==> config.mk <==
export PLATFORM = sky130hd
export DESIGN_NAME = isp_loader
export DESIGN_NICKNAME = d
export VERILOG_FILES = /design/src/rtl/isp_loader.sv
export SDC_FILE = /design/constraint.sdc
export NUM_CORES = 1
export LEC_CHECK = 0
export BUFFER_PORTS_ARGS = -buffer_cell sky130_fd_sc_hd__buf_2
export CORE_MARGIN = 4
export CORE_UTILIZATION = 42
export DETAILED_ROUTE_END_ITERATION = 8
export GPL_TIMING_DRIVEN = 0
export PLACE_DENSITY_LB_ADDON = 0.12
export SETUP_SLACK_MARGIN = 0.05
export SLEW_MARGIN = 30
export SYNTH_ARGS = -nofsm -noshare
export SYNTH_HDL_FRONTEND = slang
export SYNTH_SLANG_ARGS = --single-unit
==> constraint.sdc <==
create_clock -name CLK -period 2.4 [get_ports CLK]
set_input_delay 0.12 -clock CLK [delete_from_list [all_inputs] [get_ports CLK]]
set_output_delay 0.12 -clock CLK [all_outputs]
set_load 0.05 [all_outputs]
==> src/rtl/isp_loader.sv <==
// isp_loader: UART (8N1) download engine that packs received bytes into
// little-endian 32-bit words and issues single-cycle RAM write strobes.
module isp_loader #(
    parameter int unsigned CLK_DIV = 434,
    parameter int unsigned ADDR_W  = 12
) (
    input  logic              CLK,
    input  logic              RESET,
    input  logic              RXD,
    input  logic              ISPEN,
    output logic              WR,
    output logic [ADDR_W-1:0] WRADDR,
    output logic [31:0]       WRDATA,
    output logic              BUSY,
    output logic              FRAME_ERR
);

    localparam int unsigned BAUD_W = (CLK_DIV > 1) ? $clog2(CLK_DIV) : 1;
    localparam int unsigned HALF   = (CLK_DIV / 2 > 0) ? CLK_DIV / 2 : 1;
    localparam logic [BAUD_W-1:0] BAUD_LAST = BAUD_W'(CLK_DIV - 1);
    localparam logic [BAUD_W-1:0] HALF_LAST = BAUD_W'(HALF - 1);

    typedef enum logic [1:0] {
        IDLE  = 2'd0,
        START = 2'd1,
        DATA  = 2'd2,
        STOP  = 2'd3
    } state_t;

    logic              rxd_meta;
    logic              rxd_sync;
    logic              rxd_prev;
    logic              rxd_fall;

    state_t            state;
    logic [BAUD_W-1:0] baud_cnt;
    logic [2:0]        bit_cnt;
    logic [7:0]        shreg;
    logic              byte_vld;

    logic [1:0]        lane;
    logic [31:0]       word;
    logic [ADDR_W-1:0] addr;

    // Two-flop synchronizer plus a delayed copy for falling-edge detection
    always_ff @(posedge CLK) begin
        if (RESET) begin
            rxd_meta <= 1'b1;
            rxd_sync <= 1'b1;
            rxd_prev <= 1'b1;
        end else begin
            rxd_meta <= RXD;
            rxd_sync <= rxd_meta;
            rxd_prev <= rxd_sync;
        end
    end

    assign rxd_fall = rxd_prev & ~rxd_sync;

    // Receive FSM: start-bit qualification at mid-bit, 8 data bits LSB first, stop check
    always_ff @(posedge CLK) begin
        if (RESET) begin
            state     <= IDLE;
            baud_cnt  <= '0;
            bit_cnt   <= '0;
            shreg     <= '0;
            byte_vld  <= 1'b0;
            FRAME_ERR <= 1'b0;
        end else if (!ISPEN) begin
            state     <= IDLE;
            baud_cnt  <= '0;
            bit_cnt   <= '0;
            byte_vld  <= 1'b0;
            FRAME_ERR <= 1'b0;
        end else begin
            byte_vld  <= 1'b0;
            FRAME_ERR <= 1'b0;
            case (state)
                IDLE: begin
                    baud_cnt <= '0;
                    bit_cnt  <= '0;
                    if (rxd_fall) begin
                        state <= START;
                    end
                end
                START: begin
                    if (baud_cnt == HALF_LAST) begin
                        baud_cnt <= '0;
                        // A high line at mid start bit is a glitch: drop it silently
                        state    <= rxd_sync ? IDLE : DATA;
                    end else begin
                        baud_cnt <= baud_cnt + BAUD_W'(1);
                    end
                end
                DATA: begin
                    if (baud_cnt == BAUD_LAST) begin
                        baud_cnt <= '0;
                        shreg    <= {rxd_sync, shreg[7:1]};
                        bit_cnt  <= bit_cnt + 3'd1;
                        if (bit_cnt == 3'd7) begin
                            state <= STOP;
                        end
                    end else begin
                        baud_cnt <= baud_cnt + BAUD_W'(1);
                    end
                end
                STOP: begin
                    if (baud_cnt == BAUD_LAST) begin
                        baud_cnt <= '0;
                        state    <= IDLE;
                        if (rxd_sync) begin
                            byte_vld <= 1'b1;
                        end else begin
                            FRAME_ERR <= 1'b1;
                        end
                    end else begin
                        baud_cnt <= baud_cnt + BAUD_W'(1);
                    end
                end
                default: state <= IDLE;
            endcase
        end
    end

    // Word assembly, write strobe and address sequencing
    always_ff @(posedge CLK) begin
        if (RESET) begin
            lane   <= '0;
            word   <= '0;
            addr   <= '0;
            WR     <= 1'b0;
            WRADDR <= '0;
            WRDATA <= '0;
        end else if (!ISPEN) begin
            lane <= '0;
            word <= '0;
            addr <= '0;
            WR   <= 1'b0;
        end else begin
            WR <= 1'b0;
            if (WR) begin
                addr <= addr + ADDR_W'(1);
            end
            if (byte_vld) begin
                if (lane == 2'd3) begin
                    WR     <= 1'b1;
                    WRADDR <= addr;
                    WRDATA <= {shreg, word[23:0]};
                    word   <= '0;
                    lane   <= '0;
                end else begin
                    word[{lane, 3'b000} +: 8] <= shreg;
                    lane <= lane + 2'd1;
                end
            end
        end
    end

    // Busy while a byte is in flight or a partial word is held
    assign BUSY = (state != IDLE) || (lane != 2'd0);

endmodule
==> out/qor.csv <==
metric,value,unit
Clock Sink Count,110,
Power per Cell Area,662,nW/µm²
synth top area cells,"dfxtp_1 54%, nand2_1 9.3%, a21oi_1 5.9%, a22o_1 3.9%, nor2_1 3.9%",
status,finished clean,
asr flop ratio synth,0,%
WS Path Type,reg2reg,
row count,35,
Switch Pwr,0.652,mW
post-route ant nets,0,
endpoint class of the critical path,flop,
initial core utilization,43.6,%
Multi-input gate area,1770,µm²
adder-cell area share of the yosys netlist,3.37,%
share of cells above drive strength 1,14.5,%
Worst setup SP type,flop,
unrepaired setup endpoints after global routing,no,
syn avg cell area,9.08,µm²
die width,107,µm
sequential power share,58.3,%
Worst EP arrival,2330,ps
sequential cell area,2200,µm²
Final min period,2030,ps
Hold Fails Final Rpt,0,
placed inst area,4500,µm²
library cells used by synthesis,39,
YS warnings,0,
Final Instance Area,4740,µm²
CTS Buf Count,9,
critical path required time,2700,ps
CTS root buf,clkbuf_8,
Post-synth EDFFs,0,
register area share after synthesis,53.9,%
mux cell area share after synthesis,2.75,%
core area,9370,µm²
Clock transition at path regs,100,ps
Placer Congestion,0.809,
WL final,8460,µm
maxcap violations,0,
area share of and/or/nand/nor cells after synthesis,20.8,%
# fillers,958,
leading area contributor after synthesis,dfxtp_1,
Post-Synth XOR/XNOR Area,3.64,%
Final setup viols,0,
PnR Total Power,3.14,mW
Routed WL per cell,13.1,µm
Clock Path Buffers,2,
Logic pwr share,1.5,%
Yosys top cell area share,53.9,%
synthesized instance count,450,
Final Util,50.6,%
Placed Instances,629,
antenna violations before repair,0,
die height,107,µm
HPWL after detailed placement,6050,µm
worst slew pin tran,836,ps
Layout Cells excl Fill,645,
Clk pwr share,40.2,%
largest net degree at the start of global routing,18,
Total GRT Usage,15.8,%
Setup TNS,0,ps
H-tree levels,3,
DRT Pass-1 Iters,4,
port buffer count,50,
Die Area,11400,µm²
top-count cell post-synth,dfxtp_1,
Hold WC Path Type,in2reg,
Sw Ratio,20.8,%
postcts setup bufs,0,
Yosys reg bits,110,
ys flop type,dfxtp_1,
clk_lat worst skew,370,ps
post-synthesis compound-gate area fraction,12.7,%
DRC viols,0,
"Max FO, Critical Path",8,
Lkg Pwr,1.74,nW
synthesis-to-layout area growth,15.9,%
first-pass GRT wire length,14500,µm
largest family of logic cells by synthesized area,simple AND/OR/NAND/NOR gates,
Boundary Pins,51,
CTS tree,done,
top post-synthesis cells by count,"110 x dfxtp_1, 101 x nand2_1, 48 x a21oi_1, 42 x nor2_1, 22 x clkbuf_1",
# diodes,0,
mapped cell area,4090,µm²
global route total overflow,0,
DR vias,3134,
Vias/cell,4.86,
Final #Nets,527,
P_int,2.48,mW
VDD IR max,0.270,mV
Slew headroom,43.8,%
syn nets,465,
final worst path period share,84.6,%
Slew Limit Fails,0,
Max Clock Freq,493,MHz
clk_skew,10.1,ps
First DRT Iteration DRCs,60,
vias in the first global route,3018,
[power groups by stage]
stage                     sequential [mW]  clock [mW]  combinational, mW
after floorplan                      1.87           0             0.0296
after global placement               1.87           0             0.0457
after detailed placement             1.87           0             0.0463
after CTS                            1.83        1.29             0.0475
after global routing                 1.83        1.37             0.0529
final                                1.83        1.26             0.0462
[timing repair]
item	in CTS	in global routing
gates resized for setup	0	0
hold endpoints to repair	1	0
hold buffers	1	0
[critical path, cell delays in order (launching register included)]
cell      delay [ps]
dfxtp_1          450
inv_1            140
ha_1             240
nand2b_1         190
nor4_2           630
a22oi_1          210
nor2_1           120
[cell usage in the layout (no fill, tap or decap), types with 5 or more instances in the layout]
cell type,count
mux2i_1,9
nor3_1,5
xor2_1,6
ha_1,11
xnor2_1,11
nand2_1,101
a22oi_1,8
clkbuf_1,22
a22o_1,18
inv_1,9
nor2_1,42
clkbuf_8,11
nand3_1,6
dfxtp_1,110
a21oi_1,48
buf_2,50
[path summary, 6_finish.rpt]
kind                                      startpoint                     to  slack (ps)  depth (start not counted)
worst max-delay path            lane[0]$_SDFFE_PP0P_  word[17]$_SDFFE_PP0P_         370                          6
worst min-delay path                           RESET    byte_vld$_SDFF_PP0_         150                          4
worst max register to register  lane[0]$_SDFFE_PP0P_  word[17]$_SDFFE_PP0P_         370                          6
worst min register to register   rxd_meta$_SDFF_PP1_    rxd_sync$_SDFF_PP1_         430                          1
[state kept, by name, summed over array words and instances (netlist names), 2 cells and up, named ones only]
register,flops
WRDATA,32
word,24
WRADDR,12
addr,12
baud_cnt,9
shreg,8
bit_cnt,3
lane,2
[routing by layer]
layer	up-vias	wire length (µm)	share of wire (%)	global-route usage, %
li1	1636	-	-	-
met1	1441	4170	49	20.9
met2	45	3890	46	25.7
met3	12	255	3.0	2.65
met4	0	140	1.7	6.30
met5	-	0	0	0
[logic make-up (layout without fill, tap and decap cells)]
group,Yosys count,count (layout)
AO/OA/AOI/OAI,83,83
XOR/XNOR,17,17
adder cells (fa/ha/maj),11,11
buffers and inverters,31,97
flip-flops,110,110
multiplexers,11,11
AND/OR/NAND/NOR,187,187
[layout make-up]
| type | instances | share of cell area (%) |
|---|---|---|
| tap | 129 | 3.41 |
| clock inverter | 4 | 1.66 |
| sequential | 110 | 46.5 |
| clock buffer | 11 | 3.19 |
| timing repair buffer | 51 | 5.49 |
| buffer | 22 | 1.74 |
| multi-input combinational | 309 | 37.3 |
| inverter | 9 | 0.713 |
[stage by stage]
| stage | hold slack (ps) | setup slack, ps |
|---|---|---|
| 3_5_place_dp | 330 | 387 |
| 5_1_grt | 204 | 171 |
| 3_3_place_gp | 324 | 433 |
| 6_report | 152 | 370 |
| 4_1_cts | 140 | 345 |
| 2_1_floorplan | 224 | 693 |
Note: power is estimated with default switching activity, not from simulation.
